==> src/rtl/mc_pkg.sv <==
// ============================================================================
// Package     : mc_pkg
// Description : Shared state, opcode and datapath-select encodings for the
//               multi-cycle MIPS main controller.
// Revision    : 1.0 - initial release
// ============================================================================
`default_nettype none

package mc_pkg;

    typedef enum logic [3:0] {
        S_FETCH  = 4'd0,
        S_DECODE = 4'd1,
        S_MEMADR = 4'd2,
        S_MEMRD  = 4'd3,
        S_MEMWB  = 4'd4,
        S_MEMWR  = 4'd5,
        S_EXEC   = 4'd6,
        S_ALUWB  = 4'd7,
        S_BRANCH = 4'd8,
        S_JUMP   = 4'd9
    } state_t;

    localparam logic [5:0] OP_RTYPE = 6'b000000;
    localparam logic [5:0] OP_LW    = 6'b100011;
    localparam logic [5:0] OP_SW    = 6'b101011;
    localparam logic [5:0] OP_BEQ   = 6'b000100;
    localparam logic [5:0] OP_J     = 6'b000010;

    localparam logic [1:0] ALUOP_ADD   = 2'b00;
    localparam logic [1:0] ALUOP_SUB   = 2'b01;
    localparam logic [1:0] ALUOP_FUNCT = 2'b10;

    localparam logic [1:0] SRCB_RT     = 2'b00;
    localparam logic [1:0] SRCB_FOUR   = 2'b01;
    localparam logic [1:0] SRCB_IMM    = 2'b10;
    localparam logic [1:0] SRCB_IMM_SH = 2'b11;

    localparam logic [1:0] PCSRC_ALU    = 2'b00;
    localparam logic [1:0] PCSRC_ALUOUT = 2'b01;
    localparam logic [1:0] PCSRC_JUMP   = 2'b10;

    function automatic logic is_supported(input logic [5:0] op);
        return (op == OP_RTYPE) || (op == OP_LW) || (op == OP_SW) ||
               (op == OP_BEQ)   || (op == OP_J);
    endfunction

endpackage

`default_nettype wire

==> src/rtl/mc_main_ctrl_if.sv <==
// ============================================================================
// Interface   : mc_main_ctrl_if
// Description : Controller <-> datapath bundle: opcode/ready in, enables out.
// Revision    : 1.0 - initial release
// ============================================================================
`default_nettype none

interface mc_main_ctrl_if;
    logic [5:0] op;
    logic       mem_ready;
    logic       pc_write;
    logic       pc_write_cond;
    logic       i_or_d;
    logic       mem_read;
    logic       mem_write;
    logic       ir_write;
    logic       mem_to_reg;
    logic       reg_dst;
    logic       reg_write;
    logic       alu_src_a;
    logic [1:0] alu_src_b;
    logic [1:0] alu_op;
    logic [1:0] pc_src;
    logic       bad_op;
    logic [3:0] state;

    modport master (
        input  op, mem_ready,
        output pc_write, pc_write_cond, i_or_d, mem_read, mem_write, ir_write,
               mem_to_reg, reg_dst, reg_write, alu_src_a, alu_src_b, alu_op,
               pc_src, bad_op, state
    );

    modport slave (
        output op, mem_ready,
        input  pc_write, pc_write_cond, i_or_d, mem_read, mem_write, ir_write,
               mem_to_reg, reg_dst, reg_write, alu_src_a, alu_src_b, alu_op,
               pc_src, bad_op, state
    );
endinterface

`default_nettype wire

==> src/rtl/mc_main_ctrl.sv <==
// ============================================================================
// Module      : mc_main_ctrl
// Description : Multi-cycle MIPS main control FSM with ready-stretched memory.
// Revision    : 1.0 - initial release
// ============================================================================
`default_nettype none

module mc_main_ctrl
    import mc_pkg::*;
(
    input  wire logic     clk,
    input  wire logic     rst,
    mc_main_ctrl_if.master bus
);

    state_t r_state;
    state_t w_next;

    always_comb begin
        w_next = S_FETCH;
        case (r_state)
            S_FETCH:  w_next = bus.mem_ready ? S_DECODE : S_FETCH;
            S_DECODE: begin
                if (bus.op == OP_LW || bus.op == OP_SW) w_next = S_MEMADR;
                else if (bus.op == OP_RTYPE)            w_next = S_EXEC;
                else if (bus.op == OP_BEQ)              w_next = S_BRANCH;
                else if (bus.op == OP_J)                w_next = S_JUMP;
                else                                    w_next = S_FETCH;
            end
            S_MEMADR: begin
                if (bus.op == OP_LW)      w_next = S_MEMRD;
                else if (bus.op == OP_SW) w_next = S_MEMWR;
                else                      w_next = S_FETCH;
            end
            S_MEMRD:  w_next = bus.mem_ready ? S_MEMWB : S_MEMRD;
            S_MEMWB:  w_next = S_FETCH;
            S_MEMWR:  w_next = bus.mem_ready ? S_FETCH : S_MEMWR;
            S_EXEC:   w_next = S_ALUWB;
            S_ALUWB:  w_next = S_FETCH;
            S_BRANCH: w_next = S_FETCH;
            S_JUMP:   w_next = S_FETCH;
            default:  w_next = S_FETCH;
        endcase
    end

    always_ff @(posedge clk) begin
        if (rst) r_state <= S_FETCH;
        else     r_state <= w_next;
    end

    logic       w_pc_write, w_pc_write_cond, w_i_or_d, w_mem_read, w_mem_write;
    logic       w_ir_write, w_mem_to_reg, w_reg_dst, w_reg_write, w_alu_src_a;
    logic       w_bad_op;
    logic [1:0] w_alu_src_b, w_alu_op, w_pc_src;

    // Everything, including the debug state view, is held at zero during reset
    always_comb begin
        w_pc_write      = 1'b0;
        w_pc_write_cond = 1'b0;
        w_i_or_d        = 1'b0;
        w_mem_read      = 1'b0;
        w_mem_write     = 1'b0;
        w_ir_write      = 1'b0;
        w_mem_to_reg    = 1'b0;
        w_reg_dst       = 1'b0;
        w_reg_write     = 1'b0;
        w_alu_src_a     = 1'b0;
        w_alu_src_b     = SRCB_RT;
        w_alu_op        = ALUOP_ADD;
        w_pc_src        = PCSRC_ALU;
        w_bad_op        = 1'b0;
        if (!rst) begin
            case (r_state)
                S_FETCH: begin
                    w_mem_read  = 1'b1;
                    w_alu_src_b = SRCB_FOUR;
                    w_ir_write  = bus.mem_ready;
                    w_pc_write  = bus.mem_ready;
                end
                S_DECODE: begin
                    w_alu_src_b = SRCB_IMM_SH;
                    w_bad_op    = !is_supported(bus.op);
                end
                S_MEMADR: begin
                    w_alu_src_a = 1'b1;
                    w_alu_src_b = SRCB_IMM;
                end
                S_MEMRD: begin
                    w_mem_read = 1'b1;
                    w_i_or_d   = 1'b1;
                end
                S_MEMWB: begin
                    w_reg_write  = 1'b1;
                    w_mem_to_reg = 1'b1;
                end
                S_MEMWR: begin
                    w_mem_write = 1'b1;
                    w_i_or_d    = 1'b1;
                end
                S_EXEC: begin
                    w_alu_src_a = 1'b1;
                    w_alu_op    = ALUOP_FUNCT;
                end
                S_ALUWB: begin
                    w_reg_write = 1'b1;
                    w_reg_dst   = 1'b1;
                end
                S_BRANCH: begin
                    w_alu_src_a     = 1'b1;
                    w_alu_op        = ALUOP_SUB;
                    w_pc_write_cond = 1'b1;
                    w_pc_src        = PCSRC_ALUOUT;
                end
                S_JUMP: begin
                    w_pc_write = 1'b1;
                    w_pc_src   = PCSRC_JUMP;
                end
                default: ;
            endcase
        end
    end

    assign bus.pc_write      = w_pc_write;
    assign bus.pc_write_cond = w_pc_write_cond;
    assign bus.i_or_d        = w_i_or_d;
    assign bus.mem_read      = w_mem_read;
    assign bus.mem_write     = w_mem_write;
    assign bus.ir_write      = w_ir_write;
    assign bus.mem_to_reg    = w_mem_to_reg;
    assign bus.reg_dst       = w_reg_dst;
    assign bus.reg_write     = w_reg_write;
    assign bus.alu_src_a     = w_alu_src_a;
    assign bus.alu_src_b     = w_alu_src_b;
    assign bus.alu_op        = w_alu_op;
    assign bus.pc_src        = w_pc_src;
    assign bus.bad_op        = w_bad_op;
    assign bus.state         = rst ? 4'd0 : r_state;

endmodule

`default_nettype wire

==> src/flat_wrapper.sv <==
// flat-port wrapper written by rule: the top's interface ports become plain ports
module mc_main_ctrl_flat import mc_pkg::*;
  (clk, rst, bus_op, bus_mem_ready, bus_pc_write, bus_pc_write_cond, bus_i_or_d, bus_mem_read, bus_mem_write, bus_ir_write, bus_mem_to_reg, bus_reg_dst, bus_reg_write, bus_alu_src_a, bus_alu_src_b, bus_alu_op, bus_pc_src, bus_bad_op, bus_state);
  mc_main_ctrl_if bus_i ();
  input  wire logic clk;
  input  wire logic rst;
  input wire logic [$bits(bus_i.op)-1:0] bus_op;
  input wire logic [$bits(bus_i.mem_ready)-1:0] bus_mem_ready;
  output wire logic [$bits(bus_i.pc_write)-1:0] bus_pc_write;
  output wire logic [$bits(bus_i.pc_write_cond)-1:0] bus_pc_write_cond;
  output wire logic [$bits(bus_i.i_or_d)-1:0] bus_i_or_d;
  output wire logic [$bits(bus_i.mem_read)-1:0] bus_mem_read;
  output wire logic [$bits(bus_i.mem_write)-1:0] bus_mem_write;
  output wire logic [$bits(bus_i.ir_write)-1:0] bus_ir_write;
  output wire logic [$bits(bus_i.mem_to_reg)-1:0] bus_mem_to_reg;
  output wire logic [$bits(bus_i.reg_dst)-1:0] bus_reg_dst;
  output wire logic [$bits(bus_i.reg_write)-1:0] bus_reg_write;
  output wire logic [$bits(bus_i.alu_src_a)-1:0] bus_alu_src_a;
  output wire logic [$bits(bus_i.alu_src_b)-1:0] bus_alu_src_b;
  output wire logic [$bits(bus_i.alu_op)-1:0] bus_alu_op;
  output wire logic [$bits(bus_i.pc_src)-1:0] bus_pc_src;
  output wire logic [$bits(bus_i.bad_op)-1:0] bus_bad_op;
  output wire logic [$bits(bus_i.state)-1:0] bus_state;
  assign bus_i.op = bus_op;
  assign bus_i.mem_ready = bus_mem_ready;
  assign bus_pc_write = bus_i.pc_write;
  assign bus_pc_write_cond = bus_i.pc_write_cond;
  assign bus_i_or_d = bus_i.i_or_d;
  assign bus_mem_read = bus_i.mem_read;
  assign bus_mem_write = bus_i.mem_write;
  assign bus_ir_write = bus_i.ir_write;
  assign bus_mem_to_reg = bus_i.mem_to_reg;
  assign bus_reg_dst = bus_i.reg_dst;
  assign bus_reg_write = bus_i.reg_write;
  assign bus_alu_src_a = bus_i.alu_src_a;
  assign bus_alu_src_b = bus_i.alu_src_b;
  assign bus_alu_op = bus_i.alu_op;
  assign bus_pc_src = bus_i.pc_src;
  assign bus_bad_op = bus_i.bad_op;
  assign bus_state = bus_i.state;
  mc_main_ctrl u_core (.clk(clk), .rst(rst), .bus(bus_i));
endmodule
==> config.mk <==
export PLATFORM = sky130hd
export DESIGN_NAME = mc_main_ctrl_flat
export DESIGN_NICKNAME = d
export VERILOG_FILES = /design/src/rtl/mc_pkg.sv /design/src/rtl/mc_main_ctrl_if.sv /design/src/rtl/mc_main_ctrl.sv /design/src/flat_wrapper.sv
export SDC_FILE = /design/constraint.sdc
export NUM_CORES = 1
export LEC_CHECK = 0
export CAP_MARGIN = 5
export CORE_AREA = 2 2 41 43
export DETAILED_ROUTE_END_ITERATION = 10
export DIE_AREA = 0 0 43 45
export PLACE_DENSITY = 0.75
export SYNTH_ARGS = -nofsm -noshare
export SYNTH_HDL_FRONTEND = slang
export SYNTH_SLANG_ARGS = --single-unit
==> constraint.sdc <==
create_clock -name clk -period 1.9 [get_ports clk]
set_input_delay 0.57 -clock clk [delete_from_list [all_inputs] [get_ports clk]]
set_output_delay 0.57 -clock clk [all_outputs]
set_load 0.05 [all_outputs]
==> results of run 1 <==
## logic make-up after synthesis
logic type | count (synthesis)
AO/OA/AOI/OAI | 12
XOR/XNOR | 4
buffers and inverters | 7
flip-flops | 4
AND/OR/NAND/NOR | 45
## Yosys cell counts, types with 2 or more instances
master / n / share of area
nor2_1: 11 / 0.080
nor2b_1: 7 / 0.085
a21oi_1: 4 / 0.039
dfxtp_1: 4 / 0.16
nor3_1: 4 / 0.039
nor3b_1: 4 / 0.058
nand2_1: 3 / 0.022
a21o_1: 2 / 0.029
and3_1: 2 / 0.024
and4_1: 2 / 0.034
buf_2: 2 / 0.019
inv_1: 2 / 0.015
nand2b_1: 2 / 0.024
nor4_1: 2 / 0.024
nor4b_2: 2 / 0.058
xnor2_1: 2 / 0.034
xor2_1: 2 / 0.034
## metrics by stage
step | std cells | setup TNS (ns)
detailed placement | 131 | -11.01
global placement | 131 | -9.87
floorplan | 72 | -2.71
==> results.ini, run 1 <==
[yosys]
syn-cell-area_um2 = 514
synth_edf_count = 0
post_synth_fa_ha_maj_area_fraction = 0
yosysSeqAreaShare = 0.156
yosysUniqueCellTypes = 32
synth_ff_type = dfxtp_1
synth_top_family_by_area = simple AND/OR/NAND/NOR gates
yosys_warnings = 0
async_reset_ff_frac = 0
synth_mux_area_frac = 0
synthSimpleGateAreaFrac = 0.555
synth_compound_area_frac = 0.158
ys_ff_latch = 4
synth_xor_area_frac = 0.0681
syn_inst = 72
syn_avg_cell_area_um2 = 7.14
synth_fp_nets = 81

[floorplan]
initial_utilization = 0.349
die-width_um = 43
dieHeight_um = 45
num_rows = 14
ioPinCount = 30

[placed_design]
gp_congestion = 0.949
portBuffers = 29
place_ws_ns = -0.692
place_area_um2 = 1290
place_hpwl_um = 1970

[clocking]
clk_path_buf_depth = 2
cts.sinks = 4
clock-root-buffer = clkbuf_4
postCtsSetupRepairBufs = 8
htreeDepth = 1
cts_resized = 54
cts_buffers = 3
ctsHoldBuffers = 0

[run_status]
tool.error = [ERROR DPL-0038] Utilization greater than 100%, impossible to legalize
lastStage = clock tree synthesis (4_1_cts)
outcome = stopped before the end

==> inputs of run 2 (changes only) <==
CORE_AREA = 2 2 63 65   (was 2 2 41 43)
DIE_AREA = 0 0 65 67   (was 0 0 43 45)
PLACE_DENSITY = unset   (was 0.75)
PLACE_DENSITY_LB_ADDON = 0.15   (was unset)
==> run 2 against run 1 <==
Synthesized area unchanged; the flow now finishes, with violations (setup timing); synthesized cell count unchanged.
==> results.ini, run 2 <==
[run_status]
outcome = finished, violations left
violations = setup timing

[worst_setup_path]
cp_data_required_time_ns = 1.33
path_class = primary input to primary output
arrival_ns = 1.61
r2r_end = u_core.r_state[2]
worstReg2RegStart = u_core.r_state[3]
cp-start-kind = primary input
r2r_slack_ns = 0.45
cp_max_fo = 2
worstRegToRegCells = 6
worstSetupEndpointType = primary output

[clocking]
cts.sinks = 4  ; unchanged
clk_path_buf_depth = 2  ; unchanged
clock-root-buffer = clkbuf_8
clock_latency_ns = 0.22
htreeDepth = 1  ; unchanged
cts_buffers = 3  ; unchanged
clk_pin_slew_ns = 0.03
ctsHoldBuffers = 0  ; unchanged
tritoncts = yes

[sta]
hold_slack_ns = 0.646
setup_viol = 14
tns_ns = -2.08
fmax_mhz = 459
slew_violations = 0
max_slew_margin = 0.786
skew_ns = 0.00315
rsz0062_at_grt = yes
worst_pin_slew_ns = 0.320
finalHoldViolations = 0
min_period_over_period = 1.15
post-route-min-period_ns = 2.18
fin_ws_ns = -0.278

[pwr]
vdd_drop_max_mv = 0.187
sw_frac_of_total = 0.304
clockPowerShare = 0.396
p_switching_uw = 137
powerDensity_nw_per_um2 = 281
p_seq_frac = 0.194
p_leak_uw = 0.000656
p_int_uw = 314
power_frac_comb = 0.410

[finish]
drive_gt1_frac = 0.736
antennaDiodeCount = 0
num-nets-final = 140
final_cell_mix = buf_12, buf_4, buf_6
design_area_um2 = 1610
area_delta_synth_final_pct = 212
layout_commonest_cell = buf_12
top_register = u_core.r_state
largest_register_ffs = 4
largestRegisters = u_core.r_state x4

[global_route]
grt-ovfl-total = 0
grt_pass1_wl_um = 3310
grt_pass1_vias = 718
antenna_found_initial = 0
grt_max_degree = 17
grt_usage = 0.0976

[run]
cap_violations = 0

[worst_hold_path]
min-delay-start = bus_op[0]
hold_end = u_core.r_state[0]
hold_depth = 4
hold_path_class = primary input to flop

[yosys]
post-synth-top-area-cell = dfxtp_1
syn-cell-area_um2 = 514  ; unchanged
synth.most_common_cell = nor2_1
yosysSeqAreaShare = 0.156  ; unchanged
ys_top_cells_by_count = nor2_1, nor2b_1
syn_avg_cell_area_um2 = 7.14  ; unchanged
yosys-top-cells-area = dfxtp_1, nor2b_1, nor2_1, nor3b_1, nor4b_2
synth_ff_type = dfxtp_1
yosys_warnings = 0  ; unchanged
async_reset_ff_frac = 0  ; unchanged
synth_edf_count = 0  ; unchanged
synth_fp_nets = 81  ; unchanged
synth_top_cell_area_share = 0.156  ; unchanged
syn_inst = 72  ; unchanged
yosysUniqueCellTypes = 32  ; unchanged
ys_ff_latch = 4  ; unchanged

[placed_design]
place_ws_ns = -0.662  ; +0.0301 ns
portBuffers = 29  ; unchanged
place_hpwl_um = 1580  ; -20%
gp_congestion = 0.776  ; -18%
place_area_um2 = 1330  ; +3.3%

[floorplan]
core_area_um2 = 3610
dieHeight_um = 67  ; +49%
num_rows = 22  ; +8
dieArea_um2 = 4360
initial_utilization = 0.143  ; -0.207
ioPinCount = 30  ; unchanged
die-width_um = 65  ; +51%

[detailed_routing]
drt_iter0_drc = 12
routed_wl_um = 2010
drc = 0
drt_first_pass_iters = 2
wl_per_cell_um = 11.4
ant_nets = 0
num_vias = 727
routed_via_density = 4.11

[run 2: cell counts after synthesis]
No cell type changed its count.
[run 2: cells by family after synthesis]
| logic type | synth area share |
|---|---|
| AND/OR/NAND/NOR | 0.555 |
| buffers and inverters | 0.0633 |
| AO/OA/AOI/OAI | 0.158 |
| XOR/XNOR | 0.0681 |
| flip-flops | 0.156 |
[run 2: how the worst max path moves through the flow]
stage / depth (start not counted) / end / startpoint
2_1_floorplan: 3 / bus_pc_write / rst
3_3_place_gp: 5 / bus_pc_write / rst
3_5_place_dp: 5 / bus_pc_write / rst
4_1_cts: 5 / bus_bad_op / rst
5_1_grt: 6 / bus_bad_op / bus_op[5]
6_report: 6 / bus_bad_op / bus_op[5]
[run 2: critical path: stages]
cell	delay [ns]
buf_4	0.12
and3_4	0.16
a21o_1	0.16
a211o_1	0.33
nor2_4	0.11
buf_12	0.14
[run 2: through the flow]
step                 util  cells  power, uW
floorplan               -     72        167
global placement    0.368    165        258
detailed placement  0.368    165        259
CTS                 0.422    171        452
global route        0.445    177        475
finish              0.445    177        451
[run 2: cell type report]
class	instances	area, um^2
Inverter	2	7.51
Clock buffer	3	41.3
Tap cell	48	60.1
Multi-Input combinational cell	61	627
Timing Repair Buffer	59	782
Fill cell	336	2000
Sequential cell	4	87.6
[run 2: timing repair]
| item | CTS | global route |
|---|---|---|
| setup buffers | 4 | 7 |
| gates cloned | 0 | 0 |
| pin swaps | 13 | 10 |
| endpoints found under the hold margin | 0 | 0 |
| endpoints found under the setup margin | 21 | 17 |
| gates resized for setup | 54 | 12 |
[run 2: power groups by stage]
stage                     combinational (uW)  sequential (uW)  clock (uW)
final                                    185             87.6         179
after global routing                     196             87.5         192
after CTS                                185             87.5         180
after detailed placement                 169             89.4           0
after global placement                   168             89.5           0
after floorplan                         76.5             90.4           0
[run 2: layer usage]
metal / wire length (um) / GRT usage / up-vias
met1: 782 / 0.118 / 330
met4: 35 / 0.0479 / 0
li1: - / - / 372
met5: 0 / 0 / -
met2: 1100 / 0.165 / 21
met3: 92 / 0.0186 / 4
No activity file was read; power rests on OpenSTA's default activity.
